### src/rtl/sc_counter_pkg.sv
// Shared encodings for the sc_counter family: FSM state codes and default bus width.
package sc_counter_pkg;

  localparam int SC_COUNTER_DATAWIDTH = 5;

  typedef enum logic [1:0] {
    IDLE  = 2'b00,
    COUNT = 2'b01,
    EMPTY = 2'b10
  } scState_t;

endpackage

### src/rtl/sc_edge_fall_detect.sv
// One-bit falling-edge detector: pulses for one cycle when an active-low input is first seen low.
// History resets to 1 so an input already low when reset releases is not taken as an edge.
module sc_edge_fall_detect (
  input  logic SC_EDGE_CLOCK_50,
  input  logic SC_EDGE_RESET_InHigh,
  input  logic SC_EDGE_signal_InLow,
  output logic SC_EDGE_fall_OutHigh
);

  logic prevReg;

  always_ff @(posedge SC_EDGE_CLOCK_50) begin
    if (SC_EDGE_RESET_InHigh) begin
      prevReg <= 1'b1;
    end else begin
      prevReg <= SC_EDGE_signal_InLow;
    end
  end

  assign SC_EDGE_fall_OutHigh = prevReg & ~SC_EDGE_signal_InLow;

endmodule

### src/rtl/sc_counter_down.sv
// Loadable down-counter of remaining targets: preset by an active-low load, decremented once per hit edge.
// Optional macro SC_DOWNCOUNTER_AUTORELOAD_EN re-presets the last nonzero load one cycle after emptying.
module sc_counter_down
  import sc_counter_pkg::*;
#(
  parameter int COUNTER_DATAWIDTH_BUS = SC_COUNTER_DATAWIDTH
) (
  input  logic                             SC_DOWNCOUNTER_CLOCK_50,
  input  logic                             SC_DOWNCOUNTER_RESET_InHigh,
  input  logic                             SC_DOWNCOUNTER_load_InLow,
  input  logic [COUNTER_DATAWIDTH_BUS-1:0] SC_DOWNCOUNTER_data_InBus,
  input  logic                             SC_DOWNCOUNTER_dec_InLow,
  output logic [COUNTER_DATAWIDTH_BUS-1:0] SC_DOWNCOUNTER_regcount_OutBus,
  output logic                             SC_DOWNCOUNTER_eoc_OutLow,
  output logic                             SC_DOWNCOUNTER_done_OutHigh,
  output logic                             SC_DOWNCOUNTER_busy_OutHigh
);

  localparam logic [COUNTER_DATAWIDTH_BUS-1:0] COUNT_ONE = {{(COUNTER_DATAWIDTH_BUS-1){1'b0}}, 1'b1};

  scState_t                         stateReg;
  logic [COUNTER_DATAWIDTH_BUS-1:0] countReg;
  logic                             doneReg;
  logic                             decFall;
`ifdef SC_DOWNCOUNTER_AUTORELOAD_EN
  logic [COUNTER_DATAWIDTH_BUS-1:0] reloadReg;
`endif

  sc_edge_fall_detect decEdge (
    .SC_EDGE_CLOCK_50    (SC_DOWNCOUNTER_CLOCK_50),
    .SC_EDGE_RESET_InHigh(SC_DOWNCOUNTER_RESET_InHigh),
    .SC_EDGE_signal_InLow(SC_DOWNCOUNTER_dec_InLow),
    .SC_EDGE_fall_OutHigh(decFall)
  );

  // Load outranks a hit edge in the same cycle; the edge is dropped, not queued.
  always_ff @(posedge SC_DOWNCOUNTER_CLOCK_50) begin
    if (SC_DOWNCOUNTER_RESET_InHigh) begin
      stateReg  <= IDLE;
      countReg  <= '0;
      doneReg   <= 1'b0;
`ifdef SC_DOWNCOUNTER_AUTORELOAD_EN
      reloadReg <= '0;
`endif
    end else begin
      doneReg <= 1'b0;
      if (!SC_DOWNCOUNTER_load_InLow) begin
        if (SC_DOWNCOUNTER_data_InBus != '0) begin
          stateReg  <= COUNT;
          countReg  <= SC_DOWNCOUNTER_data_InBus;
`ifdef SC_DOWNCOUNTER_AUTORELOAD_EN
          reloadReg <= SC_DOWNCOUNTER_data_InBus;
`endif
        end else begin
          stateReg <= IDLE;
          countReg <= '0;
        end
      end else begin
        case (stateReg)
          COUNT: begin
            if (decFall) begin
              // Last hit lands on zero and stops there; no wrap to all-ones.
              if (countReg > COUNT_ONE) begin
                countReg <= countReg - COUNT_ONE;
              end else begin
                countReg <= '0;
                stateReg <= EMPTY;
                doneReg  <= 1'b1;
              end
            end
          end
`ifdef SC_DOWNCOUNTER_AUTORELOAD_EN
          EMPTY: begin
            if (doneReg) begin
              countReg <= reloadReg;
              stateReg <= COUNT;
            end
          end
`endif
          default: begin
          end
        endcase
      end
    end
  end

  assign SC_DOWNCOUNTER_regcount_OutBus = countReg;
  assign SC_DOWNCOUNTER_eoc_OutLow      = (stateReg != EMPTY);
  assign SC_DOWNCOUNTER_busy_OutHigh    = (stateReg == COUNT);
  assign SC_DOWNCOUNTER_done_OutHigh    = doneReg;

endmodule

### config.mk
export PLATFORM = sky130hd
export DESIGN_NAME = sc_counter_down
export DESIGN_NICKNAME = d
export VERILOG_FILES = /design/src/rtl/sc_counter_pkg.sv /design/src/rtl/sc_edge_fall_detect.sv /design/src/rtl/sc_counter_down.sv
export SDC_FILE = /design/constraint.sdc
export NUM_CORES = 1
export LEC_CHECK = 0
export ABC_AREA = 1
export CAP_MARGIN = 10
export CELL_PAD_IN_SITES_DETAIL_PLACEMENT = 1
export CELL_PAD_IN_SITES_GLOBAL_PLACEMENT = 1
export CORE_MARGIN = 2
export CORE_UTILIZATION = 29
export CTS_CLUSTER_DIAMETER = 200
export DETAILED_ROUTE_END_ITERATION = 8
export MAX_ROUTING_LAYER = met4
export PLACE_DENSITY = 0.75
export SYNTH_ARGS = -nofsm -noshare
export SYNTH_HDL_FRONTEND = slang
export SYNTH_SLANG_ARGS = --single-unit
### constraint.sdc
create_clock -name SC_DOWNCOUNTER_CLOCK_50 -period 1.3 [get_ports SC_DOWNCOUNTER_CLOCK_50]
set_input_delay 0.13 -clock SC_DOWNCOUNTER_CLOCK_50 [delete_from_list [all_inputs] [get_ports SC_DOWNCOUNTER_CLOCK_50]]
set_output_delay 0.13 -clock SC_DOWNCOUNTER_CLOCK_50 [all_outputs]
set_load 0.005 [all_outputs]
==> results of run 1 <==
## power by group
group | total [W] | internal [W] | switching [W] | leakage [nW]
Sequential | 0.000310 | 0.000292 | 0.0000177 | 0.0770
Clock | 0.000226 | 0.000119 | 0.000107 | 0.0150
Combinational | 0.000239 | 0.000122 | 0.000117 | 0.296
Total | 0.000775 | 0.000533 | 0.000242 | 0.388
## cell type report
type | instances | area, µm²
fillers | 222 | 859.6
multi-input cells | 54 | 332.8
repair buffers | 24 | 220.2
flip-flops and latches | 9 | 192.7
inverters | 12 | 45.04
well taps | 25 | 31.28
clock buffers | 4 | 26.28
## registers in the layout, indices dropped and copies added, names as in the netlist
register and count:
decEdge.prevReg 1, SC_DOWNCOUNTER_regcount_OutBus 5, SC_DOWNCOUNTER_done_OutHigh 1, stateReg 2
## logic make-up (layout without fill, tap and decap cells)
group                      after synthesis  in the layout
AOI/OAI and AO/OA                       13             13
adders and majority gates                2              2
and+or+nand+nor                         38             38
buffers and inverters                   13             40
xor gates and xnor gates                 1              1
DFF                                      9              9
## cell usage in the layout (no fill, tap or decap), types with 2 or more instances in the layout
| master | n |
|---|---|
| nand2_1 | 15 |
| clkdlybuf4s50_1 | 12 |
| buf_4 | 8 |
| inv_2 | 6 |
| inv_1 | 6 |
| a21oi_1 | 5 |
| nor2_1 | 5 |
| dfxtp_2 | 4 |
| nand2_2 | 4 |
| nor2_2 | 4 |
| nand3_1 | 4 |
| nand4_1 | 4 |
| dfxtp_1 | 3 |
| clkbuf_4 | 3 |
| dfxtp_4 | 2 |
| a21oi_2 | 2 |
| a22oi_1 | 2 |
| dlygate4sd2_1 | 2 |
## metal layers
metal | part of all wire (%) | wire (µm) | vias up | track usage (%)
met2 | 50 | 855 | 12 | 26.94
met3 | 4.0 | 67 | 0 | 4.706
li1 | - | - | 300 | -
met4 | 0 | 0 | 0 | 3.429
met5 | 0 | 0 | - | -
met1 | 46 | 773 | 272 | 21.03
## repair_timing
| action | CTS | global route |
|---|---|---|
| buffers inserted | 0 | 3 |
| setup endpoints to repair | 7 | 7 |
| pin swaps | 0 | 7 |
| gates resized for setup | 9 | 17 |
## worst paths after layout
| check | start | to | slack, ns |
|---|---|---|---|
| max | SC_DOWNCOUNTER_regcount_OutBus[4]$_SDFFE_PP0P_ | SC_DOWNCOUNTER_regcount_OutBus[4] | 0.03 |
| min | SC_DOWNCOUNTER_dec_InLow | decEdge.prevReg$_SDFF_PP1_ | 0.41 |
| max reg2reg | SC_DOWNCOUNTER_regcount_OutBus[1]$_SDFFE_PP0P_ | SC_DOWNCOUNTER_regcount_OutBus[4]$_SDFFE_PP0P_ | 0.06 |
| min reg2reg | stateReg[1]$_SDFFE_PP0P_ | stateReg[1]$_SDFFE_PP0P_ | 0.50 |
## tightest hold or removal path, cell delays in order
cell	delay [ns]
clkdlybuf4s50_1	0.39
inv_1	0.07
nand2_1	0.04
## cell usage after synthesis, drive strengths merged
master / number / area share [%]
o21bai: 2 / 2.9
inv: 12 / 8.6
nand4: 4 / 4.8
a21boi: 1 / 1.4
o21ai: 1 / 0.95
xor2: 1 / 1.7
ha: 2 / 4.8
nand3: 4 / 3.8
dfxtp: 9 / 34
nand2: 19 / 15
nor2: 10 / 9.5
or2: 1 / 1.2
a22oi: 2 / 2.9
a21oi: 7 / 6.7
buf: 1 / 1.4
## per-stage QoR
step	setup WS [ns]	cell area, µm²	hold WS, ns
final	0.02824	848.3	0.4131
after global routing	-0.05690	848.3	0.4394
after CTS	0.002838	778.2	0.4193
after detailed placement	-0.02823	745.7	0.4725
after global placement	-0.01200	745.7	0.4620
after floorplan	0.09243	524.3	0.1991
==> summary.md, run 1 <==
| Metric | Value |
|---|---|
| Vias in the first global route | `549` |
| Largest family of logic cells by synthesized area | `simple AND/OR/NAND/NOR gates` |
| Port bufs | `16` |
| Clk Latency, worst-skew pair | `0.26 ns` |
| Post-synthesis compound-gate area fraction | `14.80%` |
| Initial Utilization | `30.70%` |
| Overall power | `0.0007753 W` |
| Vias | `slightly below 600` |
| Slowest CP cell | `clkdlybuf4s50_1` |
| Maximum net fanout on the critical path | `5` |
| Root buffer cell | `clkbuf_4` |
| Max-slew violations | `0` |
| Sequential area share after synthesis | `approximately 34%` |
| Mux cell area share after synthesis | `0%` |
| Peak supply drop | `0.0007058 V` |
| Clock Skew | `0.001595 ns` |
| Unique cell type count in the Yosys netlist | `19` |
| # DRC | `0` |
| Fmax | `between 0.7 and 0.8 GHz` |
| Ports | `17` |
| CTS tree | `built` |
| Final wirelength | `1696 µm` |
| N_diodes | `0` |
| Area of the mapped netlist | `between 500 and 600 µm²` |
| XOR/XNOR Fraction of Synth Area | `1.671%` |
| Setup crit start kind | `flip-flop` |
| Layout Nets | `between 100 and 150` |
| Avg Cell Area, Syn | `6.898 µm²` |
| Gpl congestion | `0.7213` |
| Synth Area in Adders | `4.773%` |
| CTS buffer count | `3` |
| Sink Count | `9` |
| Drt wl/cell | `~13 µm` |
| Die ar. | `2164 µm²` |
| Leakage | `0.3876 nW` |
| Syn-to-layout area delta | `61.81%` |
| Number of buffers and inverters on the critical path | `1` |
| Routed Antenna Nets | `0` |
| Post-Synth Simple-Gate Area | `34.37%` |
| Final setup fails | `0` |
| R2R depth | `8` |
| Die W | `46.52 µm` |
| Final Hold Vio Count | `0` |
| Hold Crit Depth | `3` |
| Placed insts | `121` |
| Slew @ Worst Pin | `approximately 0.24 ns` |
| Post-Synthesis Cells | `76` |
| Non-Filler Instances | `roughly 130` |
| Tightest Hold Check Type | `primary input to flip-flop` |
| Endpoint class of the critical path | `output port` |
| Max stage delay on crit path | `0.51 ns` |
| Fin util | `about 50%` |
| Max transition margin | `84.26%` |
| Initial DRC count | `3` |
| Yosys warnings | `0` |
| Status | `complete, no violations` |
| Global route overflow | `0` |
| First-pass GRT wire length | `about 2400 µm` |
| Initial antenna violation count | `0` |
| Detailed placement HPWL | `about 1200 µm` |
| Crit Path Category | `flip-flop to output port` |
| Hold buffer count at cts | `0` |
| Layout cell share with drive strength beyond 1 | `36.89%` |
| Top cell family by delay on the critical path | `buffers and inverters` |
| TritonRoute pass-1 iters | `4` |
| Setup tns final | `0 ns` |
| Clk pin slew, worst setup/hold paths | `0.07 ns` |
| Critical path required time | `1.17 ns` |
| Critical path depth in cells | `1` |
| H-tree Lvls | `1` |
| Die height | `approximately 47 µm` |
| Crit-path cells | `clkdlybuf4s50_1` |
| Yosys reg bits | `9` |
| Final period utilization | `97.83%` |
| Largest net degree at the start of global routing | `8` |
| Core Area | `1708 µm²` |
| Worst Path Arrival | `1.14 ns` |
| Pwr Density | `slightly above 900 nW/µm²` |
| Vias per inst | `around 4.6` |
| # rows | `15` |
| Minimum clock period | `approximately 1.3 ns` |
| GRT Overall Usage | `16.83%` |
| Clock Tree Buf Depth | `2` |
| Max Cap Violations | `0` |
| Synthesized net count | `87` |
(Power assumes the default switching activity.)
==> inputs of run 2 (changes only) <==
--- a/config.mk
+++ b/config.mk
@@ -7,14 +7,12 @@
 export LEC_CHECK = 0
 export ABC_AREA = 1
 export CAP_MARGIN = 10
-export CELL_PAD_IN_SITES_DETAIL_PLACEMENT = 1
-export CELL_PAD_IN_SITES_GLOBAL_PLACEMENT = 1
 export CORE_MARGIN = 2
-export CORE_UTILIZATION = 29
+export CORE_UTILIZATION = 34
 export CTS_CLUSTER_DIAMETER = 200
 export DETAILED_ROUTE_END_ITERATION = 8
 export MAX_ROUTING_LAYER = met4
-export PLACE_DENSITY = 0.75
+export PLACE_DENSITY = 0.63
 export SYNTH_ARGS = -nofsm -noshare
 export SYNTH_HDL_FRONTEND = slang
 export SYNTH_SLANG_ARGS = --single-unit
==> summary.md, run 2 (synthesis gave the netlist of run 1 again) <==
| Metric | Value |
|---|---|
| Number of buffers and inverters on the critical path | `1 (unchanged)` |
| Final Hold Vio Count | `0 (unchanged)` |
| First-pass GRT wire length | `2001 µm (-18%)` |
| RSZ-0062 raised after global routing | `yes` |
| Setup crit start kind | `flip-flop` |
| Initial Utilization | `35.63% (+4.9 points)` |
| Ports | `17 (unchanged)` |
| Initial antenna violation count | `0 (unchanged)` |
| Routed Antenna Nets | `0 (unchanged)` |
| Clock Skew | `0.009123 ns (+0.007529 ns)` |
| Root buffer cell | `clkbuf_4` |
| Vias per inst | `4.890 (+7.2%)` |
| GRT Overall Usage | `15.15% (-1.7 points)` |
| Drt wl/cell | `11.41 µm (-14%)` |
| Hold slack | `0.4203 ns (+0.007259 ns)` |
| Status | `complete, no violations` |
| Clock Tree Buf Depth | `2 (unchanged)` |
| R2R Setup Slk | `0.06 ns (about the same)` |
| Setup tns final | `0 ns (unchanged)` |
| Die W | `43.27 µm (-7.0%)` |
| Die height | `43.27 µm (-7.0%)` |
| Fillers | `143 (-36%)` |
| Critical path required time | `1.17 ns (about the same)` |
| Tightest Hold Check Type | `primary input to flip-flop` |
| Max Cap Violations | `0 (unchanged)` |
| Fin worst setup slack | `0.01886 ns (-0.009381 ns)` |
| Initial DRC count | `14 (+11)` |
| Pwr Density | `892.8 nW/µm² (-2.3%)` |
| Top cell family by delay on the critical path | `buffers and inverters` |
| Leakage | `0.3936 nW (+1.5%)` |
| H-tree Lvls | `1 (unchanged)` |
| Placed insts | `111 (-8.3%)` |
| Worst slack at placement | `-0.01828 ns (+0.009948 ns)` |
| CTS tree | `built` |
| Max-slew violations | `0 (unchanged)` |
| Endpoint class of the critical path | `output port` |
| N_diodes | `0 (unchanged)` |
| Vias in the first global route | `490 (-11%)` |
| Fmax | `0.7806 GHz (-0.73%)` |
| Gpl congestion | `0.8102 (+12%)` |
| Slew @ Worst Pin | `0.2316 ns (-0.004317 ns)` |
| Non-Filler Instances | `118 (-7.8%)` |
| Final wirelength | `1346 µm (-21%)` |
| Worst Path Arrival | `1.15 ns (about the same)` |
| # DRC | `0 (unchanged)` |
| Core Area | `1471 µm² (-14%)` |
| Minimum clock period | `1.281 ns (+0.009381 ns)` |
| Final setup fails | `0 (unchanged)` |
| Clk Latency, worst-skew pair | `0.27 ns (about the same)` |
| # rows | `14 (-1)` |
| Sink Count | `9 (unchanged)` |
| Hold buffer count at cts | `0 (unchanged)` |
| Crit-path cells | `clkdlybuf4s50_1` |
| Global route overflow | `0 (unchanged)` |
| Commonest cells after routing, fill and taps aside | `nand2_1 (15), clkdlybuf4s50_1 (12), inv_1 (7), nor2_1 (7), buf_4 (6)` |
| TritonRoute pass-1 iters | `4 (unchanged)` |
| Layout cell share with drive strength beyond 1 | `35.29% (-1.6 points)` |
| Peak supply drop | `0.0007794 V (+10%)` |
| Overall power | `0.0007608 W (-1.9%)` |
| Commonest non-fill, non-tap cell in the layout | `nand2_1` |
| Slowest CP cell | `clkdlybuf4s50_1` |
| Die ar. | `1872 µm² (-13%)` |
| Final period utilization | `98.55% (+0.72 points)` |
| Clk pin slew, worst setup/hold paths | `0.07 ns (about the same)` |
| Max reg flops | `5 (unchanged)` |
| Detailed placement HPWL | `964.8 µm (-17%)` |
| Layout Nets | `114 (-0.87%)` |
| Port bufs | `16 (unchanged)` |
| Vias | `577 (-1.2%)` |
| Syn-to-layout area delta | `62.53%` |
| Max stage delay on crit path | `0.51 ns (about the same)` |
| Crit Path Category | `flip-flop to output port` |
| CTS buffer count | `3 (unchanged)` |
| Largest net degree at the start of global routing | `8 (unchanged)` |
| Maximum net fanout on the critical path | `5 (unchanged)` |
| Max transition margin | `84.55% (+0.29 points)` |
-- run 2: cell count changes in the layout (fill, tap and decap cells not counted), sizes merged --
cell,previous run,this run
buf,8,7
clkbuf,4,3
clkinv,0,1
-- run 2: power breakdown --
group	total [W]	switching, W	internal [W]	leakage [nW]
Clock	0.000218	0.000105	0.000114	0.0177
Combinational	0.000231	0.000110	0.000121	0.299
Sequential	0.000311	0.0000182	0.000293	0.0772
-- run 2: stage by stage --
| stage | area (µm²) | util, % |
|---|---|---|
| 6_report | 852.1 | 57.91 |
| 5_1_grt | 852.1 | 57.91 |
| 4_1_cts | 763.2 | 51.87 |
| 3_5_place_dp | 726.9 | 49.40 |
| 3_3_place_gp | 726.9 | 49.40 |
| 2_1_floorplan | 524.3 | - |
-- run 2: final cells by class --
type | count | area, µm² | area share, %
clock buffer | 3 | 22.52 | 2.643
multi-input combinational | 54 | 337.8 | 39.65
sequential | 9 | 193.9 | 22.76
timing repair buffer | 23 | 225.2 | 26.43
inverter | 12 | 47.55 | 5.580
clock inverter | 1 | 5.005 | 0.5874
tap | 16 | 20.02 | 2.349
-- run 2: repair_timing --
item | CTS | global route
gates resized for setup | 12 | 14
buffers inserted | 0 | 3
setup endpoints to repair | 7 | 6
pin swaps | 0 | 5
-- run 2: layer usage --
| layer | GRT usage, % | wire length, µm | vias to the layer above |
|---|---|---|---|
| met4 | 3.636 | 19 | 0 |
| li1 | - | - | 299 |
| met5 | - | 0 | - |
| met1 | 18.60 | 590 | 247 |
| met2 | 21.79 | 611 | 27 |
| met3 | 8.085 | 125 | 4 |
-- run 2: final timing paths --
path	start	to	cells past startpoint
hold / removal	SC_DOWNCOUNTER_dec_InLow	decEdge.prevReg$_SDFF_PP1_	3
hold reg to reg	stateReg[1]$_SDFFE_PP0P_	stateReg[1]$_SDFFE_PP0P_	2
setup reg to reg	SC_DOWNCOUNTER_regcount_OutBus[1]$_SDFFE_PP0P_	SC_DOWNCOUNTER_regcount_OutBus[4]$_SDFFE_PP0P_	8
setup / recovery	SC_DOWNCOUNTER_regcount_OutBus[4]$_SDFFE_PP0P_	SC_DOWNCOUNTER_regcount_OutBus[4]	1
-- run 2: worst reg2reg max path, delay by kind of cell, from the launching register on --
| kind | cells | cell delay, ns |
|---|---|---|
| and+or+nand+nor | 4 | 0.34 |
| DFF | 1 | 0.36 |
| AOI/OAI and AO/OA | 2 | 0.29 |
| buffers and inverters | 1 | 0.05 |
| adders and majority gates | 1 | 0.14 |
==> edit 1 (flow settings as in run 1) <==
Put a register stage on the outputs `SC_DOWNCOUNTER_eoc_OutLow` and `SC_DOWNCOUNTER_busy_OutHigh`, cleared by the reset. The values now appear one clock later. The other outputs are not delayed to match.
--- a/src/rtl/sc_counter_down.sv
+++ b/src/rtl/sc_counter_down.sv
@@ -85,8 +85,15 @@
   end
 
   assign SC_DOWNCOUNTER_regcount_OutBus = countReg;
-  assign SC_DOWNCOUNTER_eoc_OutLow      = (stateReg != EMPTY);
-  assign SC_DOWNCOUNTER_busy_OutHigh    = (stateReg == COUNT);
+  always_ff @(posedge SC_DOWNCOUNTER_CLOCK_50) begin
+    if (SC_DOWNCOUNTER_RESET_InHigh) begin
+      SC_DOWNCOUNTER_eoc_OutLow   <= '0;
+      SC_DOWNCOUNTER_busy_OutHigh <= '0;
+    end else begin
+      SC_DOWNCOUNTER_eoc_OutLow   <= (stateReg != EMPTY);
+      SC_DOWNCOUNTER_busy_OutHigh <= (stateReg == COUNT);
+    end
+  end
   assign SC_DOWNCOUNTER_done_OutHigh    = doneReg;
 
 endmodule
Check against the original RTL: not equivalent (Yosys sat finds a counterexample within 4 cycles, from zero or initial values and one cycle with SC_DOWNCOUNTER_RESET_InHigh high).
==> edit 1 against run 1 <==
  * Register-to-register slack gained 0.02 ns
  * Area after synthesis grew 13%
  * Sequential cell count grew 2
  * Via count grew 5.1%
  * Worst setup slack gained 0.012 ns
  * Critical path depth is the same
  * Power grew 4.4%
  * First-iteration DRC count grew 67%
  * Final area grew 2.9%
  * Routed wire length shrank 11%
  * Critical path type unchanged
  * Largest power group unchanged
==> edit 1: results (changes against run 1) <==
[outcome]
status = finished, final reports clean

[route]
wl_met2_um = 772  ; -9.7%
drt-pass1-iter-count = 3  ; -1
vias_per_cell = 4.51  ; -1.0%
routedWlPerCell_um = 11.0  ; -17%
wl_met1_um = 668  ; -14%
wl_met3_um = 41  ; -39%
top_layer_used = met4
drt_iter0_drc = 5  ; +2

[yosys]
synthArstFlopShare_pct = 0  ; unchanged
syn_nets = 96  ; +10%
ys_top_cells_by_area = dfxtp_1 37%, a21oi_1 10%, nand2_1 10%
synthDistinctLibCells = 20  ; +1
yosysSeqAreaShare_pct = 37.1  ; +2.7 points
ys.flop_type = dfxtp_1
yosys_warnings = 0  ; unchanged
synth_common_cells = 16 x nand2_1, 12 x a21oi_1, 12 x inv_1

[layout]
drive_above_1_share_pct = 23.9  ; -13 points
antenna_cells = 0  ; unchanged
nets = 121  ; +5.2%
largest_reg_flops = 5  ; unchanged

[grt]
use_met2_pct = 20.3  ; -6.7 points
grt_pass1_vias = 590  ; +7.5%
grt_pass1_wl_mm = 2.39  ; -1.7%
grt_usage_pct = 13.1  ; -3.7 points
antenna_found_initial = 0  ; unchanged
grt_use_met1_pct = 15.8  ; -5.3 points
grt_max_degree = 8  ; unchanged
use_met3_pct = 1.84  ; -2.9 points

[placement]
port_buffers = 16  ; unchanged
dp_hpwl_mm = 1.17  ; +0.83%
dp_slack_ns = 0.00945  ; +0.0377 ns
gp_congestion = 0.724  ; +0.33%

[critical_path]
cpLargestDelayFamily = buffers and inverters
path_max_fanout = 5  ; unchanged
worstPathArrival_ns = 1.13
cpMaxStageDelayCell = clkdlybuf4s50_1
critPathMaxStageDelay_ns = 0.49  ; -0.02 ns

[cts]
h-tree-depth = 1  ; unchanged
cts_buffers = 3  ; unchanged
cts_buffer_depth = 2  ; unchanged
clock-root-buffer = clkbuf_4
path_clk_slew_ns = 0.08
clk_latency_ns = 0.27

[timing]
hold_viol = 0  ; unchanged
clock_skew_ns = 0.00614  ; +0.00454 ns
maxSlewHeadroom_pct = 83.1  ; -1.1 points

[worst_hold_path]
hold_class = primary input to register

[power_and_ir_drop]
p_leak_nw = 0.393  ; +1.3%
peakVddDrop_mv = 0.455  ; -36%

edit 1: what timing repair did:
action,4_1_cts,5_1_grt
buffers inserted,0,2
setup endpoints to repair,5,7
hold endpoints to repair,0,0
pin swaps,0,1
resized for setup,7,5
edit 1: cell families (layout without fill, tap and decap cells):
family,Yosys count,in the layout,synth area share (%)
AND/OR/NAND/NOR,40,40,33.1
XOR/XNOR,1,1,1.47
flip-flops,11,11,37.1
buffers and inverters,16,40,10.7
AO/OA/AOI/OAI,15,15,13.5
adder cells (fa/ha/maj),2,2,4.21
edit 1: power breakdown:
group	switching, mW	total [mW]	leakage, nW	internal [mW]
registers	0.0151	0.370	0.0935	0.355
logic	0.105	0.207	0.281	0.102
clock network	0.119	0.233	0.0177	0.114
total	0.239	0.810	0.393	0.570
edit 1: final timing paths:
check	startpoint	endpoint	slack, ns	cells after the start
worst max-delay path	SC_DOWNCOUNTER_regcount_OutBus[4]	SC_DOWNCOUNTER_regcount_OutBus[4]	0.04	1
worst min-delay path	SC_DOWNCOUNTER_RESET_InHigh	SC_DOWNCOUNTER_eoc_OutLow	0.48	2
worst max register to register	SC_DOWNCOUNTER_regcount_OutBus[0]	SC_DOWNCOUNTER_regcount_OutBus[2]	0.08	5
worst min register to register	stateReg[1]	SC_DOWNCOUNTER_eoc_OutLow	0.48	1
edit 1: cell type report:
class,count,area [um2]
fillers,250,1070
clock buffers,3,22.5
inverters,14,52.6
multi-input cells,58,322
well taps,27,33.8
clock inverters,1,5.00
flip-flops and latches,11,234
repair buffers,22,204
edit 1: per-stage QoR:
step	TNS (ns)	area (um2)	util (%)	instances
floorplan	0	594	-	85
global placement	0	807	41.6	130
detailed placement	0	807	41.6	130
CTS	0	842	43.4	134
global route	-0.0270	873	45.0	136
finish	0	873	45.0	136
==> edit 2 (config.mk and constraints of run 1) <==
Without the edit above. The option `SC_DOWNCOUNTER_AUTORELOAD_EN` is turned on by a define.
--- a/src/rtl/sc_counter_down.sv
+++ b/src/rtl/sc_counter_down.sv
@@ -1,5 +1,7 @@
 // Loadable down-counter of remaining targets: preset by an active-low load, decremented once per hit edge.
 // Optional macro SC_DOWNCOUNTER_AUTORELOAD_EN re-presets the last nonzero load one cycle after emptying.
+`define SC_DOWNCOUNTER_AUTORELOAD_EN
+
 module sc_counter_down
   import sc_counter_pkg::*;
 #(
Formal check against the unedited RTL: not equivalent (a bounded check fails within 4 cycles, from zero or initial values and one cycle with SC_DOWNCOUNTER_RESET_InHigh high).
==> edit 2 against run 1 <==
  * Clock skew rose by 0.00088 ns
  * Synthesized cell count up 57%
  * Final area up 42%
  * Critical path depth is the same
  * Sequential cell count is 5 higher
  * Via count increased by 42%
  * Combinational power grew to 2.7 times the old value
  * Final cell count increased by 41%
  * Sequential power increased by 82%
  * Routed wire length grew 31%
  * Power up 98%
  * Area after synthesis grew 50%
  * Clock power increased by 41%
  * Worst setup slack better by 0.0063 ns
==> edit 2: results (changes against run 1) <==
[yosys]
ys_top_cells_by_area = dfxtp_1 36%, nand2_1 15%, nor2_1 11%
synth_common_cells = 32 x nand2_1, 24 x nor2_1, 14 x dfxtp_1
syn_inst = 119  ; +57%
syn_nets = 130  ; +49%
yosysSeqAreaShare_pct = 35.7  ; +1.4 points

[layout]
nets = 163  ; +42%
fillers = 337  ; +52%

[grt]
grt_usage_pct = 14.7  ; -2.2 points
grt_max_degree = 15  ; +7
grt_pass1_wl_mm = 3.56  ; +46%
grt_pass1_vias = 821  ; +50%

[outcome]
status = finished, final reports clean

[placement]
dp_hpwl_mm = 1.62  ; +40%
placed_cells = 171  ; +41%
gp_congestion = 0.760  ; +5.3%

[critical_path]
path_max_fanout = 2  ; -3
cpMaxStageDelayCell = clkdlybuf4s50_1

[power_and_ir_drop]
p_leak_nw = 0.609  ; +57%
peakVddDrop_mv = 0.628  ; -11%

[cts]
path_clk_slew_ns = 0.09  ; +0.02 ns
clk_latency_ns = 0.28  ; +0.02 ns

[route]
routedWlPerCell_um = 12.3  ; -7.2%
vias = 830  ; +42%
drt_iter0_drc = 11  ; +8
drt_wl_total_mm = 2.23  ; +31%

[timing]
clock_skew_ns = 0.00248  ; +0.000882 ns

-- edit 2: final timing paths --
path,from,endpoint,slack (ns),cells past startpoint
min reg2reg,reloadReg[1],reloadReg[1],0.48,2
max,SC_DOWNCOUNTER_done_OutHigh,SC_DOWNCOUNTER_done_OutHigh,0.03,1
min,SC_DOWNCOUNTER_load_InLow,SC_DOWNCOUNTER_done_OutHigh,0.21,3
max reg2reg,SC_DOWNCOUNTER_regcount_OutBus[1],SC_DOWNCOUNTER_regcount_OutBus[2],0.06,7
-- edit 2: kinds of logic (layout without fill, tap and decap cells) --
logic type                 after synthesis  after routing  synth area share, %
AOI/OAI and AO/OA                       14             14                 8.93
xor gates and xnor gates                 3              3                 3.35
adders and majority gates                2              2                 3.19
buffers and inverters                   15             47                 8.13
DFF                                     14             14                 35.7
and+or+nand+nor                         71             71                 40.7
-- edit 2: per-stage QoR --
stage	utilization (%)	total power [mW]	instance area [um2]	worst slack (ns)
2_1_floorplan	-	0.882	785	0.144
3_5_place_dp	40.6	1.10	1020	-0.212
3_3_place_gp	40.6	1.08	1020	-0.175
6_report	47.7	1.54	1200	0.0345
4_1_cts	44.1	1.47	1110	0.000786
5_1_grt	47.7	1.65	1200	-0.0422
-- edit 2: layer usage --
metal | global-route usage (%) | wire length (um)
met5 | - | 0
met1 | 16.9 | 1030
met2 | 24.9 | 1100
met3 | 3.26 | 81
met4 | 5.10 | 21
-- edit 2: final cells by class --
| type | instances | share of cell area, % |
|---|---|---|
| timing repair buffer | 29 | 24.3 |
| inverter | 14 | 4.58 |
| sequential | 14 | 25.4 |
| tap | 30 | 3.12 |
| multi-input combinational | 90 | 39.5 |
| clock buffer | 4 | 3.02 |
-- edit 2: power groups by stage --
stage	Clock, mW	Sequential (mW)	Combinational (mW)
after floorplan	0	0.547	0.336
after global placement	0	0.547	0.535
after detailed placement	0	0.553	0.546
after CTS	0.335	0.561	0.576
after global routing	0.352	0.573	0.724
final	0.319	0.565	0.654
-- edit 2: what timing repair did --
action                                  4_1_cts  5_1_grt
cloned                                        0        1
pin swaps                                     8        7
hold endpoints to repair                      0        0
resized for setup                            18       14
endpoints found under the setup margin       15       10
setup buffers                                 3        3
